[config.mk]
export PLATFORM = sky130hd
export DESIGN_NAME = retospect_bs_loader
export DESIGN_NICKNAME = d
export VERILOG_FILES = /design/src/rtl/retospect_bs_loader.sv
export SDC_FILE = /design/constraint.sdc
export NUM_CORES = 1
export LEC_CHECK = 0
export ABC_AREA = 0
export BUFFER_PORTS_ARGS = -buffer_cell sky130_fd_sc_hd__buf_2
export CAP_MARGIN = 10
export CORE_UTILIZATION = 57
export DETAILED_ROUTE_END_ITERATION = 8
export MAX_ROUTING_LAYER = met4
export PLACE_DENSITY = 0.76
export RECOVER_POWER = 25
export SLEW_MARGIN = 30
export SYNTH_ARGS = -nofsm -noshare
export SYNTH_HDL_FRONTEND = slang
export SYNTH_SLANG_ARGS = --single-unit
[constraint.sdc]
create_clock -name clk -period 2.45 [get_ports clk]
set_clock_uncertainty 0.15 [all_clocks]
set_input_delay 0 -clock clk [delete_from_list [all_inputs] [get_ports clk]]
set_output_delay 0 -clock clk [all_outputs]
set_load 0.005 [all_outputs]
[src/rtl/retospect_bs_loader.sv]
// Byte-wide loader that serialises configuration bytes LSB-first onto the neurochip chain.
// Optional CRC-8 trailer check is enabled by defining RETOSPECT_BS_CRC_EN.
module retospect_bs_loader #(
  parameter int CHAIN_LEN = 523,
  parameter int CNT_W     = $clog2(CHAIN_LEN + 1)
) (
  input  logic       clk,
  input  logic       reset,
  input  logic       start,
  input  logic [7:0] byte_in,
  input  logic       byte_valid,
  output logic       byte_ready,
  output logic       config_en,
  output logic       bs_out,
  output logic       reset_nn,
  output logic       busy,
  output logic       done,
  output logic       error
);

`ifdef RETOSPECT_BS_CRC_EN
  typedef enum logic [2:0] {IDLE, LOAD, SHIFT, CHECK, PULSE} state_t;
`else
  typedef enum logic [2:0] {IDLE, LOAD, SHIFT, PULSE} state_t;
`endif

  localparam int EXT_W = CNT_W + 4;
  localparam logic [CNT_W-1:0] CHAIN_LEN_C = CNT_W'(CHAIN_LEN);

  state_t           state_q, state_d;
  logic [7:0]       shreg_q, shreg_d;
  logic [3:0]       left_q, left_d;
  logic [CNT_W-1:0] bits_done_q, bits_done_d;
  logic             byte_ready_q, byte_ready_d;
  logic             config_en_q, config_en_d;
  logic             bs_out_q, bs_out_d;
  logic             reset_nn_q, reset_nn_d;
  logic             busy_q, busy_d;
  logic             done_q, done_d;

  logic [EXT_W-1:0] rem_ext;
  logic [3:0]       nbits;

  // Widened so the compare against 8 stays exact even for very short chains.
  assign rem_ext = {4'b0000, CHAIN_LEN_C - bits_done_q};
  assign nbits   = (rem_ext >= EXT_W'(8)) ? 4'd8 : rem_ext[3:0];

`ifdef RETOSPECT_BS_CRC_EN
  logic [7:0] crc_q, crc_d;
  logic       error_q, error_d;

  function automatic logic [7:0] crc_step(input logic [7:0] c, input logic b);
    logic fb;
    fb = c[7] ^ b;
    return {c[6:0], 1'b0} ^ (fb ? 8'h07 : 8'h00);
  endfunction
`endif

  always_comb begin
    state_d     = state_q;
    shreg_d     = shreg_q;
    left_d      = left_q;
    bits_done_d = bits_done_q;
    bs_out_d    = 1'b0;
`ifdef RETOSPECT_BS_CRC_EN
    crc_d       = crc_q;
    error_d     = error_q;
`endif
    case (state_q)
      IDLE: begin
        if (start) begin
          bits_done_d = '0;
`ifdef RETOSPECT_BS_CRC_EN
          crc_d       = 8'h00;
          error_d     = 1'b0;
`endif
          state_d     = LOAD;
        end
      end
      LOAD: begin
        if (byte_valid) begin
          shreg_d  = {1'b0, byte_in[7:1]};
          bs_out_d = byte_in[0];
          left_d   = nbits;
          state_d  = SHIFT;
        end
      end
      SHIFT: begin
        // The bit on bs_out this cycle is the one being counted and hashed.
        bits_done_d = bits_done_q + 1'b1;
        left_d      = left_q - 4'd1;
`ifdef RETOSPECT_BS_CRC_EN
        crc_d       = crc_step(crc_q, bs_out_q);
`endif
        if (left_q == 4'd1) begin
          if (bits_done_d == CHAIN_LEN_C) begin
`ifdef RETOSPECT_BS_CRC_EN
            state_d = CHECK;
`else
            state_d = PULSE;
`endif
          end else begin
            state_d = LOAD;
          end
        end else begin
          bs_out_d = shreg_q[0];
          shreg_d  = {1'b0, shreg_q[7:1]};
        end
      end
`ifdef RETOSPECT_BS_CRC_EN
      CHECK: begin
        if (byte_valid) begin
          if (byte_in == crc_q) begin
            state_d = PULSE;
          end else begin
            error_d = 1'b1;
            state_d = IDLE;
          end
        end
      end
`endif
      PULSE: begin
        state_d = IDLE;
      end
      default: begin
        state_d = IDLE;
      end
    endcase

    // Outputs are decoded from the next state so they can be registered.
`ifdef RETOSPECT_BS_CRC_EN
    byte_ready_d = (state_d == LOAD) || (state_d == CHECK);
`else
    byte_ready_d = (state_d == LOAD);
`endif
    config_en_d = (state_d == SHIFT);
    busy_d      = (state_d != IDLE);
    reset_nn_d  = (state_d == PULSE);
    done_d      = (state_d == PULSE);
  end

  always_ff @(posedge clk) begin
    if (reset) begin
      state_q      <= IDLE;
      shreg_q      <= 8'h00;
      left_q       <= 4'd0;
      bits_done_q  <= '0;
      byte_ready_q <= 1'b0;
      config_en_q  <= 1'b0;
      bs_out_q     <= 1'b0;
      reset_nn_q   <= 1'b0;
      busy_q       <= 1'b0;
      done_q       <= 1'b0;
`ifdef RETOSPECT_BS_CRC_EN
      crc_q        <= 8'h00;
      error_q      <= 1'b0;
`endif
    end else begin
      state_q      <= state_d;
      shreg_q      <= shreg_d;
      left_q       <= left_d;
      bits_done_q  <= bits_done_d;
      byte_ready_q <= byte_ready_d;
      config_en_q  <= config_en_d;
      bs_out_q     <= bs_out_d;
      reset_nn_q   <= reset_nn_d;
      busy_q       <= busy_d;
      done_q       <= done_d;
`ifdef RETOSPECT_BS_CRC_EN
      crc_q        <= crc_d;
      error_q      <= error_d;
`endif
    end
  end

  assign byte_ready = byte_ready_q;
  assign config_en  = config_en_q;
  assign bs_out     = bs_out_q;
  assign reset_nn   = reset_nn_q;
  assign busy       = busy_q;
  assign done       = done_q;
`ifdef RETOSPECT_BS_CRC_EN
  assign error      = error_q;
`else
  assign error      = 1'b0;
`endif

endmodule

### Yosys cells after proc, flatten, opt, wreduce, memory -nomap -nowiden

Index checks and enable logic that the tools add are counted.

| word-level totals | value |
|---|---|
| register bits after elaboration | 30 |
| bits of input ports | 12 |
| output and inout bits | 7 |

| operators by class | value |
|---|---|
| add/subtract/negate cells | 3 |
| magnitude comparators | 1 |
| equality and inequality tests | 10 |
| mux-type cells | 16 |
| reduce and logical (&&, ||, !) cells | 7 |

Operator list:

| operator | number |
|---|---|
| 10-bit one-hot mux with 2 select lines | 1 |
| 8-bit two-way mux | 2 |
| 8-bit one-hot mux with 2 select lines | 1 |
| 10-bit by 1-bit adder with 10-bit output (second input constant) | 1 |
| 10-bit == test (second input constant) | 1 |
| 10-bit by 4-bit >= comparator with 1-bit output (second input constant) | 1 |
| 10-bit two-way mux | 1 |
| 10-bit subtractor (first input constant) | 1 |
| 3-bit by 2-bit == test with 1-bit output (second input constant) | 3 |
| 3-bit two-way mux | 3 |
| 3-bit one-hot mux with 3 select lines | 1 |
| 4-bit two-way mux | 2 |
| 4-bit one-hot mux with 2 select lines | 1 |
| 3-bit by 1-bit == test with 1-bit output (second input constant) | 2 |
| 2-bit inequality test (second input constant) | 3 |
| 4-bit by 1-bit == test with 1-bit output (second input constant) | 1 |
| 2-bit AND reduction | 2 |
| 2-bit nonzero test | 2 |
| 4-bit by 1-bit subtractor with 4-bit output (second input constant) | 1 |
| 3-bit logical NOT | 1 |
| 3-bit AND reduction | 1 |
| 3-bit nonzero test | 1 |
| 1-bit two-way mux | 2 |
| 2-bit two-way mux | 1 |
| 1-bit one-hot mux with 2 select lines | 1 |

### Logic depth before layout (Yosys ltp)

Gate-level depths: netlist (run 1).

| depth | value |
|---|---|
| word-level depth | 6 |
| mapped depth | 8 |
| gate-level depth less buffers | 7 |

### Worst setup path after synthesis (run 1)

OpenSTA, ideal clock, no wires.

| timing path | value |
|---|---|
| path kind | flip-flop to flip-flop |
| start point | register left_q[1] |
| end point | register byte_ready_q, in the netlist byte_ready |
| setup time | 0.115 ns |
| arrival | 1.603 ns |
| required time | 2.185 ns |
| path slack | 0.582 ns |
| stages on the path, launching flop included | 8 |
| cell sequence | dfxtp_1 -> inv_1 -> ha_1 -> nor3b_1 -> nand3_1 -> nor4_1 -> a31oi_1 -> and2_1 |

| on the way | value |
|---|---|
| longest elaborated chain between the ends | 4 |

Ends and longest elaborated chain:

| what | RTL line | RTL |
|---|---|---|
| start: declaration | 32 | `logic [3:0] left_q, left_d;` |
| start signal: assignment | 161 | `left_q <= left_d;` |
| 4-bit by 1-bit == test with 1-bit output | 95 | `if (left_q == 4'd1) begin` |
| 3-bit two-way mux | 95 |  |
| 3-bit one-hot mux with 3 select lines | 69 | `case (state_q)` |
| 3-bit by 1-bit == test with 1-bit output | 134 | `byte_ready_d = (state_d == LOAD);` |
| end signal: assignment | 163 | `byte_ready_q <= byte_ready_d;` |
| end: declaration | 34 | `logic byte_ready_q, byte_ready_d;` |

Every way passes these cells.
A chain may end at the register's enable or synchronous reset.

### Final worst setup path (run 1)

| timing path | value |
|---|---|
| start point | register state_q[0] |
| end point | register shreg_q[6] |

| on the way | value |
|---|---|
| longest elaborated chain between the ends | 3 |
| elaborated cells on any way between the ends | 7 |

Ends and longest elaborated chain:

| what | RTL line | RTL |
|---|---|---|
| start: declaration | 30 | `state_t state_q, state_d;` |
| start signal: assignment | 159 | `state_q <= state_d;` |
| 3-bit by 2-bit == test with 1-bit output or 3-bit by 1-bit == test with 1-bit output (tied branches) | 69 |  |
| 2-bit inequality test (no source line) or 2-bit nonzero test (tied branches) | -- |  |
| 3-bit AND reduction (no source line) | -- |  |
| end signal: assignment | 160 | `shreg_q <= shreg_d;` |
| end: declaration | 31 | `logic [7:0] shreg_q, shreg_d;` |

Several ways; a longest one is shown, not always the timed one.

==> impl_metrics.json, run 1 <==
{
  "viasPerCell": 5.99,
  "crit_end": "shreg_q[6]",
  "cts_buffer_depth": 2,
  "ant_nets": 0,
  "mostFrequentLayoutCells": "nor2_1, dfxtp_1, nand2_1",
  "fillCellCount": 221,
  "synthCells": 205,
  "critPathSlowestCell": "dlygate4sd3_1",
  "antenna_found_initial": 0,
  "design.core.area_sq_mm": 0.00273,
  "yosysWarningCount": 0,
  "place.gp.congestion": 0.858,
  "final_area_sq_mm": 0.00186,
  "diodes": 0,
  "synthDistinctLibCells": 44,
  "drive_above_1_share_pct": 14.0,
  "dr.pass1.iters": 4,
  "synthToLayoutAreaGrowth_pct": 13.2,
  "slew_violations": 0,
  "path_clk_slew_ns": 0.10,
  "drt_wl_total_microns": 3700,
  "grt_setup_unrepaired": "no",
  "r2r_end": "shreg_q[6]",
  "grt_usage_pct": 27.5,
  "cp.depth": 6,
  "timing.rr.start": "state_q[0]",
  "critical_path.startpoint": "state_q[0]",
  "slowest_delay_ns": 0.60,
  "cp_data_required_time_ns": 2.54,
  "grt_max_degree": 25,
  "synth-seq-area-share_pct": 35.3,
  "grt_pass1_vias": 1469,
  "cts-htree-levels": 2,
  "port_buffers": 17,
  "ys.flop_type": "dfxtp_1",
  "crit_type": "reg2reg",
  "num_io_pins": 19,
  "worstSetupStartpointType": "flop",
  "syn_avg_cell_area_sq_um": 8.03,
  "cts_tree": "done",
  "cts_root_buf": "clkbuf_4",
  "dp_hpwl_microns": 2530,
  "critPathArrivalTime_ns": 2.35,
  "synth-seq-cells": 29,
  "hold_viol": 0,
  "pwr_density_cell_mw_per_mm2": 451,
  "die_w_microns": 55.7,
  "critPathBufInv": 1,
  "status": "complete, no violations",
  "post-route-period-util_pct": 92.1,
  "worstMarginPinSlew_ns": 1.13,
  "synth_edf_count": 0,
  "cts_made_buffers": 5,
  "first_iter_violations": 62,
  "min_path_cells": 4,
  "synthArstFlopShare_pct": 0,
  "initial_core_util_pct": 60.2,
  "layout.nets": 246,
  "p_leak_nw": 0.689,
  "post_drt_wl_per_cell_microns": 14.3,
  "rr_worst_depth": 6,
  "max_freq_ghz": 0.443,
  "die-area_sq_mm": 0.00311,
  "vias": 1552,
  "maxSlewHeadroom_pct": 24.5,
  "grt_pass1_wl_microns": 6400,
  "setup_viol": 0,
  "max-cap-violations": 0,
  "placedInstanceArea_sq_mm": 0.00169,
  "syn_area_sq_mm": 0.00165,
  "post_cts_buffers": 0,
  "tns_ns": 0,
  "reg2reg_slack_ns": 0.19,
  "path_cells": "or3b_4 > nor2_1 > nor2_1 > a22oi_1 > nor2_1 > dlygate4sd3_1",
  "worstSetupEndpointType": "flop",
  "hold-worst-slack_ns": 0.309,
  "cp_top_family": "simple AND/OR/NAND/NOR gates",
  "path_max_fanout": 16,
  "drc": 0,
  "cts_sinks": 29,
  "rows": 19,
  "hp-class": "in2reg",
  "min_period_ns": 2.26,
  "overflow": 0,
  "die_h_microns": 55.7,
  "ir_drop_v": 0.000421,
  "insertion_delay_ns": 0.34,
  "crit_top_cell": "nor2_1"
}
## cell families (layout without fill, tap and decap cells)
logic type               count (synthesis)  count (layout)  synth area share (%)
other                                    1               2                 0.228
flip-flops                              29              29                  35.3
XOR/XNOR                                 4               4                  2.13
buffers and inverters                   26              48                  8.44
multiplexers                             1               1                 0.608
AND/OR/NAND/NOR                         85              85                  25.6
adder cells (fa/ha/maj)                  7               7                  5.32
AO/OA/AOI/OAI                           52              52                  22.4
## flip-flops by register name, summed over array words and instances, names as in the netlist
| signal | flops |
|---|---|
| bits_done_q | 10 |
| shreg_q | 7 |
| left_q | 4 |
| state_q | 3 |
| bs_out | 1 |
| busy | 1 |
| byte_ready | 1 |
| config_en | 1 |
| done | 1 |
## metrics by stage
stage	util, %	instances	setup WS (ns)	power, mW
2_1_floorplan	-	206	0.582	0.533
3_3_place_gp	61.8	239	0.485	0.548
3_5_place_dp	61.8	239	0.381	0.550
4_1_cts	68.2	259	0.0463	0.843
5_1_grt	68.1	259	0.0539	0.876
6_report	68.1	259	0.195	0.841
## area by class of cell
type	count	area, sq um	area share [%]
Multi-Input combinational cell	151	932	50.0
Sequential cell	29	581	31.2
Timing Repair Buffer	33	230	12.4
Tap cell	31	38.8	2.08
Clock buffer	5	37.5	2.01
Inverter	7	26.3	1.41
Clock inverter	3	17.5	0.940
## report_power, final
| group | switching [mW] | leakage [nW] | internal [mW] |
|---|---|---|---|
| Sequential | 0.00686 | 0.235 | 0.480 |
| Combinational | 0.0341 | 0.423 | 0.0332 |
| Clock | 0.179 | 0.0310 | 0.108 |
| Total | 0.220 | 0.689 | 0.621 |
## repair_timing
item	CTS	global route
gates resized for setup	0	2
hold buffers	12	0
hold endpoints to repair	23	0
endpoints found under the setup margin	0	1
## cells in the mapped netlist, types with 2 or more instances
cell type  count  area share [%]
a211oi_1       2            0.91
a21boi_0       2            0.91
a21oi_1       16             4.9
a22oi_1        3             1.4
a311oi_1       4             2.1
a311oi_2       4             3.7
a31oi_1        2            0.76
and2_1         4             1.5
and3_1         2            0.76
buf_2          3            0.91
buf_4          2            0.91
buf_6          4             2.7
clkbuf_1      10             2.3
dfxtp_1       29              35
ha_1           7             5.3
inv_1          7             1.6
nand2_1       20             4.6
nand3_1        8             2.4
nand4_1        3             1.1
nor2_1        29             6.6
nor2b_1        2            0.76
nor3_1         3            0.91
nor3b_1        2            0.91
nor4_1         3             1.1
o21ai_0       12             3.7
xnor2_1        4             2.1
## worst register-to-register path, cell delays in order, from the launching register on
cell	delay, ns
dfxtp_1	0.40
or3b_4	0.54
nor2_1	0.17
nor2_1	0.08
a22oi_1	0.16
nor2_1	0.06
dlygate4sd3_1	0.60
## worst min-delay path by stage
stage	slack, ns	endpoint	start
finish	0.31	busy	start
global route	0.34	busy	start
CTS	0.30	busy	start
detailed placement	0.12	busy	start
global placement	0.10	busy	start
floorplan	-0.03	busy	start
## layer usage
metal  GRT usage, %  up-vias  wire length, microns
met5              -        -                     0
met4           15.0        0                   123
met3           7.67       14                   248
met2           41.8       57                  1730
met1           33.0      714                  1600
li1               -      767                     -
(Power assumes the default switching activity.)
==> inputs of run 2 (changes only) <==
- clock period: 2.45 -> 2.1 ns (I/O delays scaled with it)
==> run 2 against run 1 <==
Maximum frequency rose by 15%. Largest power group unchanged. Routed wire length shrank 6.2%. Total power grew 15%. Highest routed layer unchanged. Largest cell class unchanged. Count of clock-buffer cells in the layout is 1 higher. Cell area grew 1.3%. Non-clock buffer count rose by 4. Sequential cell count unchanged. Die area did not move.
==> impl_metrics.json, run 2 (synthesis results as in run 1) <==
{
  "status": "complete, no violations",
  "layoutNonFillerInstCount": 263,
  "p_sw_uw": 240,
  "drive_above_1_share_pct": 16.4,
  "post-route-period-util_pct": 93.3,
  "cts_made_buffers": 5,
  "worstSetupStartpointType": "flop",
  "cp_data_required_time_ns": 2.22,
  "design.core.area_sq_mm": 0.00273,
  "met1_length_microns": 1560,
  "crit_type": "reg2reg",
  "grt_max_degree": 25,
  "rows": 19,
  "combPwrFrac_pct": 8.6,
  "cts_tree": "done",
  "cts_buffer_depth": 2,
  "fin_util_pct": 69.0,
  "regMostFlops": "bits_done_q",
  "overflow": 0,
  "reg.largest.list": "bits_done_q (10), shreg_q (7), left_q (4)",
  "tns_ns": 0,
  "crit_end": "left_q[0]",
  "path_max_fanout": 10,
  "cts_root_buf": "clkbuf_4",
  "place_inst": 244,
  "fillCellCount": 223,
  "wl_met2_microns": 1600,
  "drc": 0,
  "hold_viol": 0,
  "final_area_sq_mm": 0.00189,
  "setup_viol": 0,
  "cts_sinks": 29,
  "grt_pass1_wl_microns": 5920,
  "place.gp.congestion": 0.899,
  "post_cts_buffers": 0,
  "cts-htree-levels": 2,
  "port_buffers": 17,
  "max-cap-violations": 0,
  "seqPwrFrac_pct": 58.4,
  "rr_worst_depth": 6,
  "layout.nets": 250,
  "critical_path.startpoint": "bits_done_q[2]",
  "wl_met3_microns": 202,
  "worstSetupEndpointType": "flop",
  "p_clk_share_pct": 33.0,
  "grt_setup_unrepaired": "no",
  "min_period_ns": 1.96,
  "reg2reg_slack_ns": 0.14,
  "layout.area.seq_sq_um": 581,
  "ir_drop_v": 0.000461,
  "p_leak_nw": 0.709,
  "path_clk_slew_ns": 0.09,
  "swShare_pct": 24.8,
  "largest_register_ffs": 10,
  "critPathArrivalTime_ns": 2.08,
  "dp_hpwl_microns": 2460,
  "grt_pass1_vias": 1356,
  "drt_wl_total_microns": 3470,
  "hp-class": "in2reg",
  "viasPerCell": 5.88,
  "ant_nets": 0,
  "synthToLayoutAreaGrowth_pct": 14.7,
  "insertion_delay_ns": 0.33,
  "placedInstanceArea_sq_mm": 0.00173,
  "initial_core_util_pct": 60.2,
  "pwr_density_cell_mw_per_mm2": 513,
  "min_path_cells": 4,
  "grt_usage_pct": 25.1,
  "max_freq_ghz": 0.510,
  "slew_violations": 0,
  "vias": 1546,
  "die-area_sq_mm": 0.00311,
  "critPathSlowestCell": "dfxtp_1",
  "multi_input_area_sq_um": 932,
  "cp.depth": 6,
  "r2r_end": "left_q[0]",
  "dr.pass1.iters": 4,
  "post_drt_wl_per_cell_microns": 13.2,
  "path_cells": "inv_1 > ha_1 > a21boi_0 > nand3_1 > or4_1 > o21ai_0",
  "mostFrequentLayoutCells": "nor2_1, dfxtp_1, nand2_1",
  "first_iter_violations": 74,
  "cp_top_family": "simple AND/OR/NAND/NOR gates",
  "timing.rr.start": "bits_done_q[2]",
  "die_w_microns": 55.7,
  "slowest_delay_ns": 0.51,
  "intPower_uw": 728,
  "antenna_found_initial": 0,
  "num_io_pins": 19,
  "die_h_microns": 55.7,
  "top_layer": "met4",
  "critPathBufInv": 1,
  "diodes": 0
}
==> run 2: cell types whose count changed in the layout (fill, tap and decap cells not counted) <==
cell,delta
or3b_1,+1
clkbuf_1,-1
ha_2,+1
clkinvlp_4,-1
buf_2,+3
or3b_4,-1
dlygate4sd3_1,-1
ha_1,-1
buf_4,+4
==> run 2: worst min-delay path by stage <==
| stage | start | slack, ns | to |
|---|---|---|---|
| after detailed placement | byte_in[7] | 0.11 | shreg_q[6] |
| after global routing | start | 0.34 | busy |
| after global placement | start | 0.10 | busy |
| final | byte_in[7] | 0.32 | shreg_q[6] |
| after CTS | byte_in[7] | 0.30 | shreg_q[6] |
| after floorplan | start | -0.03 | busy |
==> run 2: metal layers <==
layer	track usage (%)	up-vias
li1	-	771
met1	31.3	722
met2	36.8	43
met3	6.98	10
met4	13.6	0
met5	-	-
==> run 2: power groups by stage <==
stage | combinational (mW) | sequential, mW | clock [mW]
detailed placement | 0.0674 | 0.578 | 0
global route | 0.0912 | 0.567 | 0.352
CTS | 0.0834 | 0.566 | 0.329
floorplan | 0.0448 | 0.577 | 0
finish | 0.0829 | 0.566 | 0.319
global placement | 0.0647 | 0.578 | 0
==> run 2: stage by stage <==
stage | hold WS (ns) | power (mW) | worst slack (ns)
CTS | 0.299 | 0.978 | 0.149
floorplan | -0.0305 | 0.622 | 0.232
global route | 0.344 | 1.01 | 0.00933
finish | 0.316 | 0.968 | 0.141
detailed placement | 0.114 | 0.646 | 0.161
global placement | 0.102 | 0.642 | 0.201
==> run 2: cell type report <==
| type | count | area share, % |
|---|---|---|
| Multi-Input combinational cell | 151 | 49.4 |
| Timing Repair Buffer | 37 | 13.7 |
| Sequential cell | 29 | 30.8 |
| Clock buffer | 6 | 2.19 |
| Inverter | 7 | 1.39 |
| Tap cell | 31 | 2.06 |
| Clock inverter | 2 | 0.531 |
==> run 2: what timing repair did <==
item,CTS,global route
hold buffers,11,0
gates resized for setup,0,1
endpoints found under the hold margin,20,0
endpoints found under the setup margin,0,1
==> run 2: worst reg2reg max path, stage by stage, from the launching register on <==
cell and delay [ns]:
dfxtp_1 0.51, inv_1 0.10, ha_1 0.28, a21boi_0 0.22, nand3_1 0.15, or4_1 0.41
o21ai_0 0.08
==> inputs of run 3 (changes only) <==
- BUFFER_PORTS_ARGS: -buffer_cell sky130_fd_sc_hd__buf_2 -> default
- CORE_UTILIZATION: 57 -> 60
- DONT_BUFFER_PORTS: default -> 1
- PLACE_DENSITY: 0.76 -> 0.74
==> run 3 against run 2 <==
Sequential power about the same. Maximum frequency is 3.4% higher. Non-clock buffer count fell by 15. Combinational power fell by 8.8%. Sequential cell count is the same. Final cell count is 6.1% lower. Critical endpoint unchanged.
==> impl_metrics.json, run 3 (synthesis results as in run 1) <==
{
  "timing.rr.start": "bits_done_q[3]",
  "cp_data_required_time_ns": 2.21,
  "slew_violations": 0,
  "vias": 1551,
  "drc": 0,
  "critPathArrivalTime_ns": 2.01,
  "wl_met2_microns": 1880,
  "slowest_delay_ns": 0.45,
  "antenna_found_initial": 0,
  "path_max_fanout": 7,
  "grt_usage_pct": 30.8,
  "final_common_cell": "nor2_1",
  "max_freq_ghz": 0.528,
  "met1_length_microns": 1630,
  "die_h_microns": 54.4,
  "path_cells": "inv_1 > ha_1 > a21boi_1 > nand3_1 > or4_1 > o21ai_0",
  "setup_viol": 0,
  "grt_pass1_wl_microns": 6150,
  "wl_met3_microns": 229,
  "critPathSlowestCell": "dfxtp_1",
  "die_w_microns": 54.4,
  "rows": 18,
  "placedInstanceArea_sq_mm": 0.00166,
  "rr_worst_depth": 6,
  "grt_max_degree": 25,
  "grt_pass1_vias": 1396,
  "worstSetupEndpointType": "flop",
  "worstSetupStartpointType": "flop",
  "status": "complete, no violations",
  "fin_total_pwr_mw": 1.03,
  "regMostFlops": "bits_done_q",
  "maxSlewHeadroom_pct": 36.4,
  "reg.largest.list": "bits_done_q (10), shreg_q (7), left_q (4)",
  "max-cap-violations": 0,
  "port_buffers": 0,
  "tns_ns": 0,
  "place.gp.congestion": 0.865,
  "cts_sinks": 29,
  "p_leak_nw": 0.665,
  "drive_above_1_share_pct": 12.0,
  "worstMarginPinSlew_ns": 0.951,
  "insertion_delay_ns": 0.33,
  "ir_drop_v": 0.000500,
  "cts_root_buf": "clkbuf_4",
  "num_io_pins": 19,
  "reg2reg_slack_ns": 0.21,
  "first_iter_violations": 41,
  "post-route-period-util_pct": 90.2,
  "ant_nets": 0,
  "hp-class": "in2reg",
  "dp_hpwl_microns": 2540,
  "critical_path.startpoint": "bits_done_q[3]",
  "cp.depth": 6,
  "grt_setup_unrepaired": "no",
  "final_area_sq_mm": 0.00184,
  "cts_buffer_depth": 2,
  "path_clk_slew_ns": 0.10,
  "initial_core_util_pct": 64.7,
  "largest_register_ffs": 10,
  "drt_wl_total_microns": 3850,
  "crit_type": "reg2reg",
  "layout.nets": 235,
  "viasPerCell": 6.28,
  "design.core.area_sq_mm": 0.00254,
  "cts_made_buffers": 5,
  "crit_end": "left_q[0]",
  "post_drt_wl_per_cell_microns": 15.6,
  "synthToLayoutAreaGrowth_pct": 11.6,
  "cp_top_family": "simple AND/OR/NAND/NOR gates",
  "min_period_ns": 1.89,
  "r2r_end": "left_q[0]",
  "post_cts_buffers": 0,
  "cts-htree-levels": 2,
  "top_layer": "met4",
  "die-area_sq_mm": 0.00296,
  "hold_viol": 0,
  "pwr_density_cell_mw_per_mm2": 563,
  "cts_tree": "done",
  "mostFrequentLayoutCells": "nor2_1, dfxtp_1, nand2_1",
  "critPathBufInv": 1,
  "overflow": 0,
  "diodes": 0,
  "dr.pass1.iters": 5
}
-- run 3: cell types whose count changed in the layout (fill, tap and decap cells not counted), moves of 2 or more --
| cell | previous run | this run |
|---|---|---|
| buf_4 | 8 | 10 |
| clkbuf_8 | 0 | 2 |
| clkbuf_1 | 3 | 0 |
| buf_2 | 16 | 0 |
-- run 3: per-layer routing --
| metal | GRT usage (%) | vias to the layer above |
|---|---|---|
| met5 | - | - |
| met4 | 17.9 | 0 |
| met3 | 10.0 | 18 |
| met2 | 50.8 | 65 |
| met1 | 31.9 | 729 |
| li1 | - | 739 |
-- run 3: worst min path at each step --
stage	end	cells after the start	slack, ns	start
final	left_q[0]	3	0.05	byte_valid
after global routing	left_q[0]	3	0.06	byte_valid
after CTS	left_q[0]	3	0.02	byte_valid
after detailed placement	shreg_q[2]	1	-0.08	reset
after global placement	shreg_q[4]	1	-0.08	reset
after floorplan	busy	2	-0.03	start
-- run 3: cell type report --
type                            count  area [sq um]
Inverter                            7          26.3
Multi-Input combinational cell    151           930
Timing Repair Buffer               22           190
Clock buffer                        7          65.1
Clock inverter                      1          5.00
Sequential cell                    29           582
Fill cell                         196           709
Tap cell                           30          37.5
-- run 3: repair_timing --
action                     CTS  global route
resized for setup            0             2
setup endpoints to repair    0             1
hold buffers                11             0
hold endpoints to repair    28             0
-- run 3: stage by stage --
| stage | instances | hold slack [ns] | worst slack, ns | util, % |
|---|---|---|---|---|
| detailed placement | 228 | -0.0764 | 0.101 | 65.1 |
| floorplan | 206 | -0.0305 | 0.232 | - |
| global placement | 228 | -0.0770 | 0.198 | 65.1 |
| global route | 247 | 0.0644 | 0.0451 | 72.1 |
| CTS | 247 | 0.0244 | 0.0696 | 72.2 |
| finish | 247 | 0.0539 | 0.206 | 72.1 |
-- run 3: power by group --
part           internal (mW)  leakage (nW)  switching, mW
clock                  0.194        0.0413          0.198
sequential             0.559         0.235        0.00599
combinational         0.0347         0.388         0.0409
total                  0.788         0.665          0.245
-- run 3: worst register-to-register path: stages (launching register included) --
cell      delay (ns)
dfxtp_1         0.45
inv_1           0.11
ha_1            0.29
a21boi_1        0.21
nand3_1         0.14
or4_1           0.41
o21ai_0         0.08
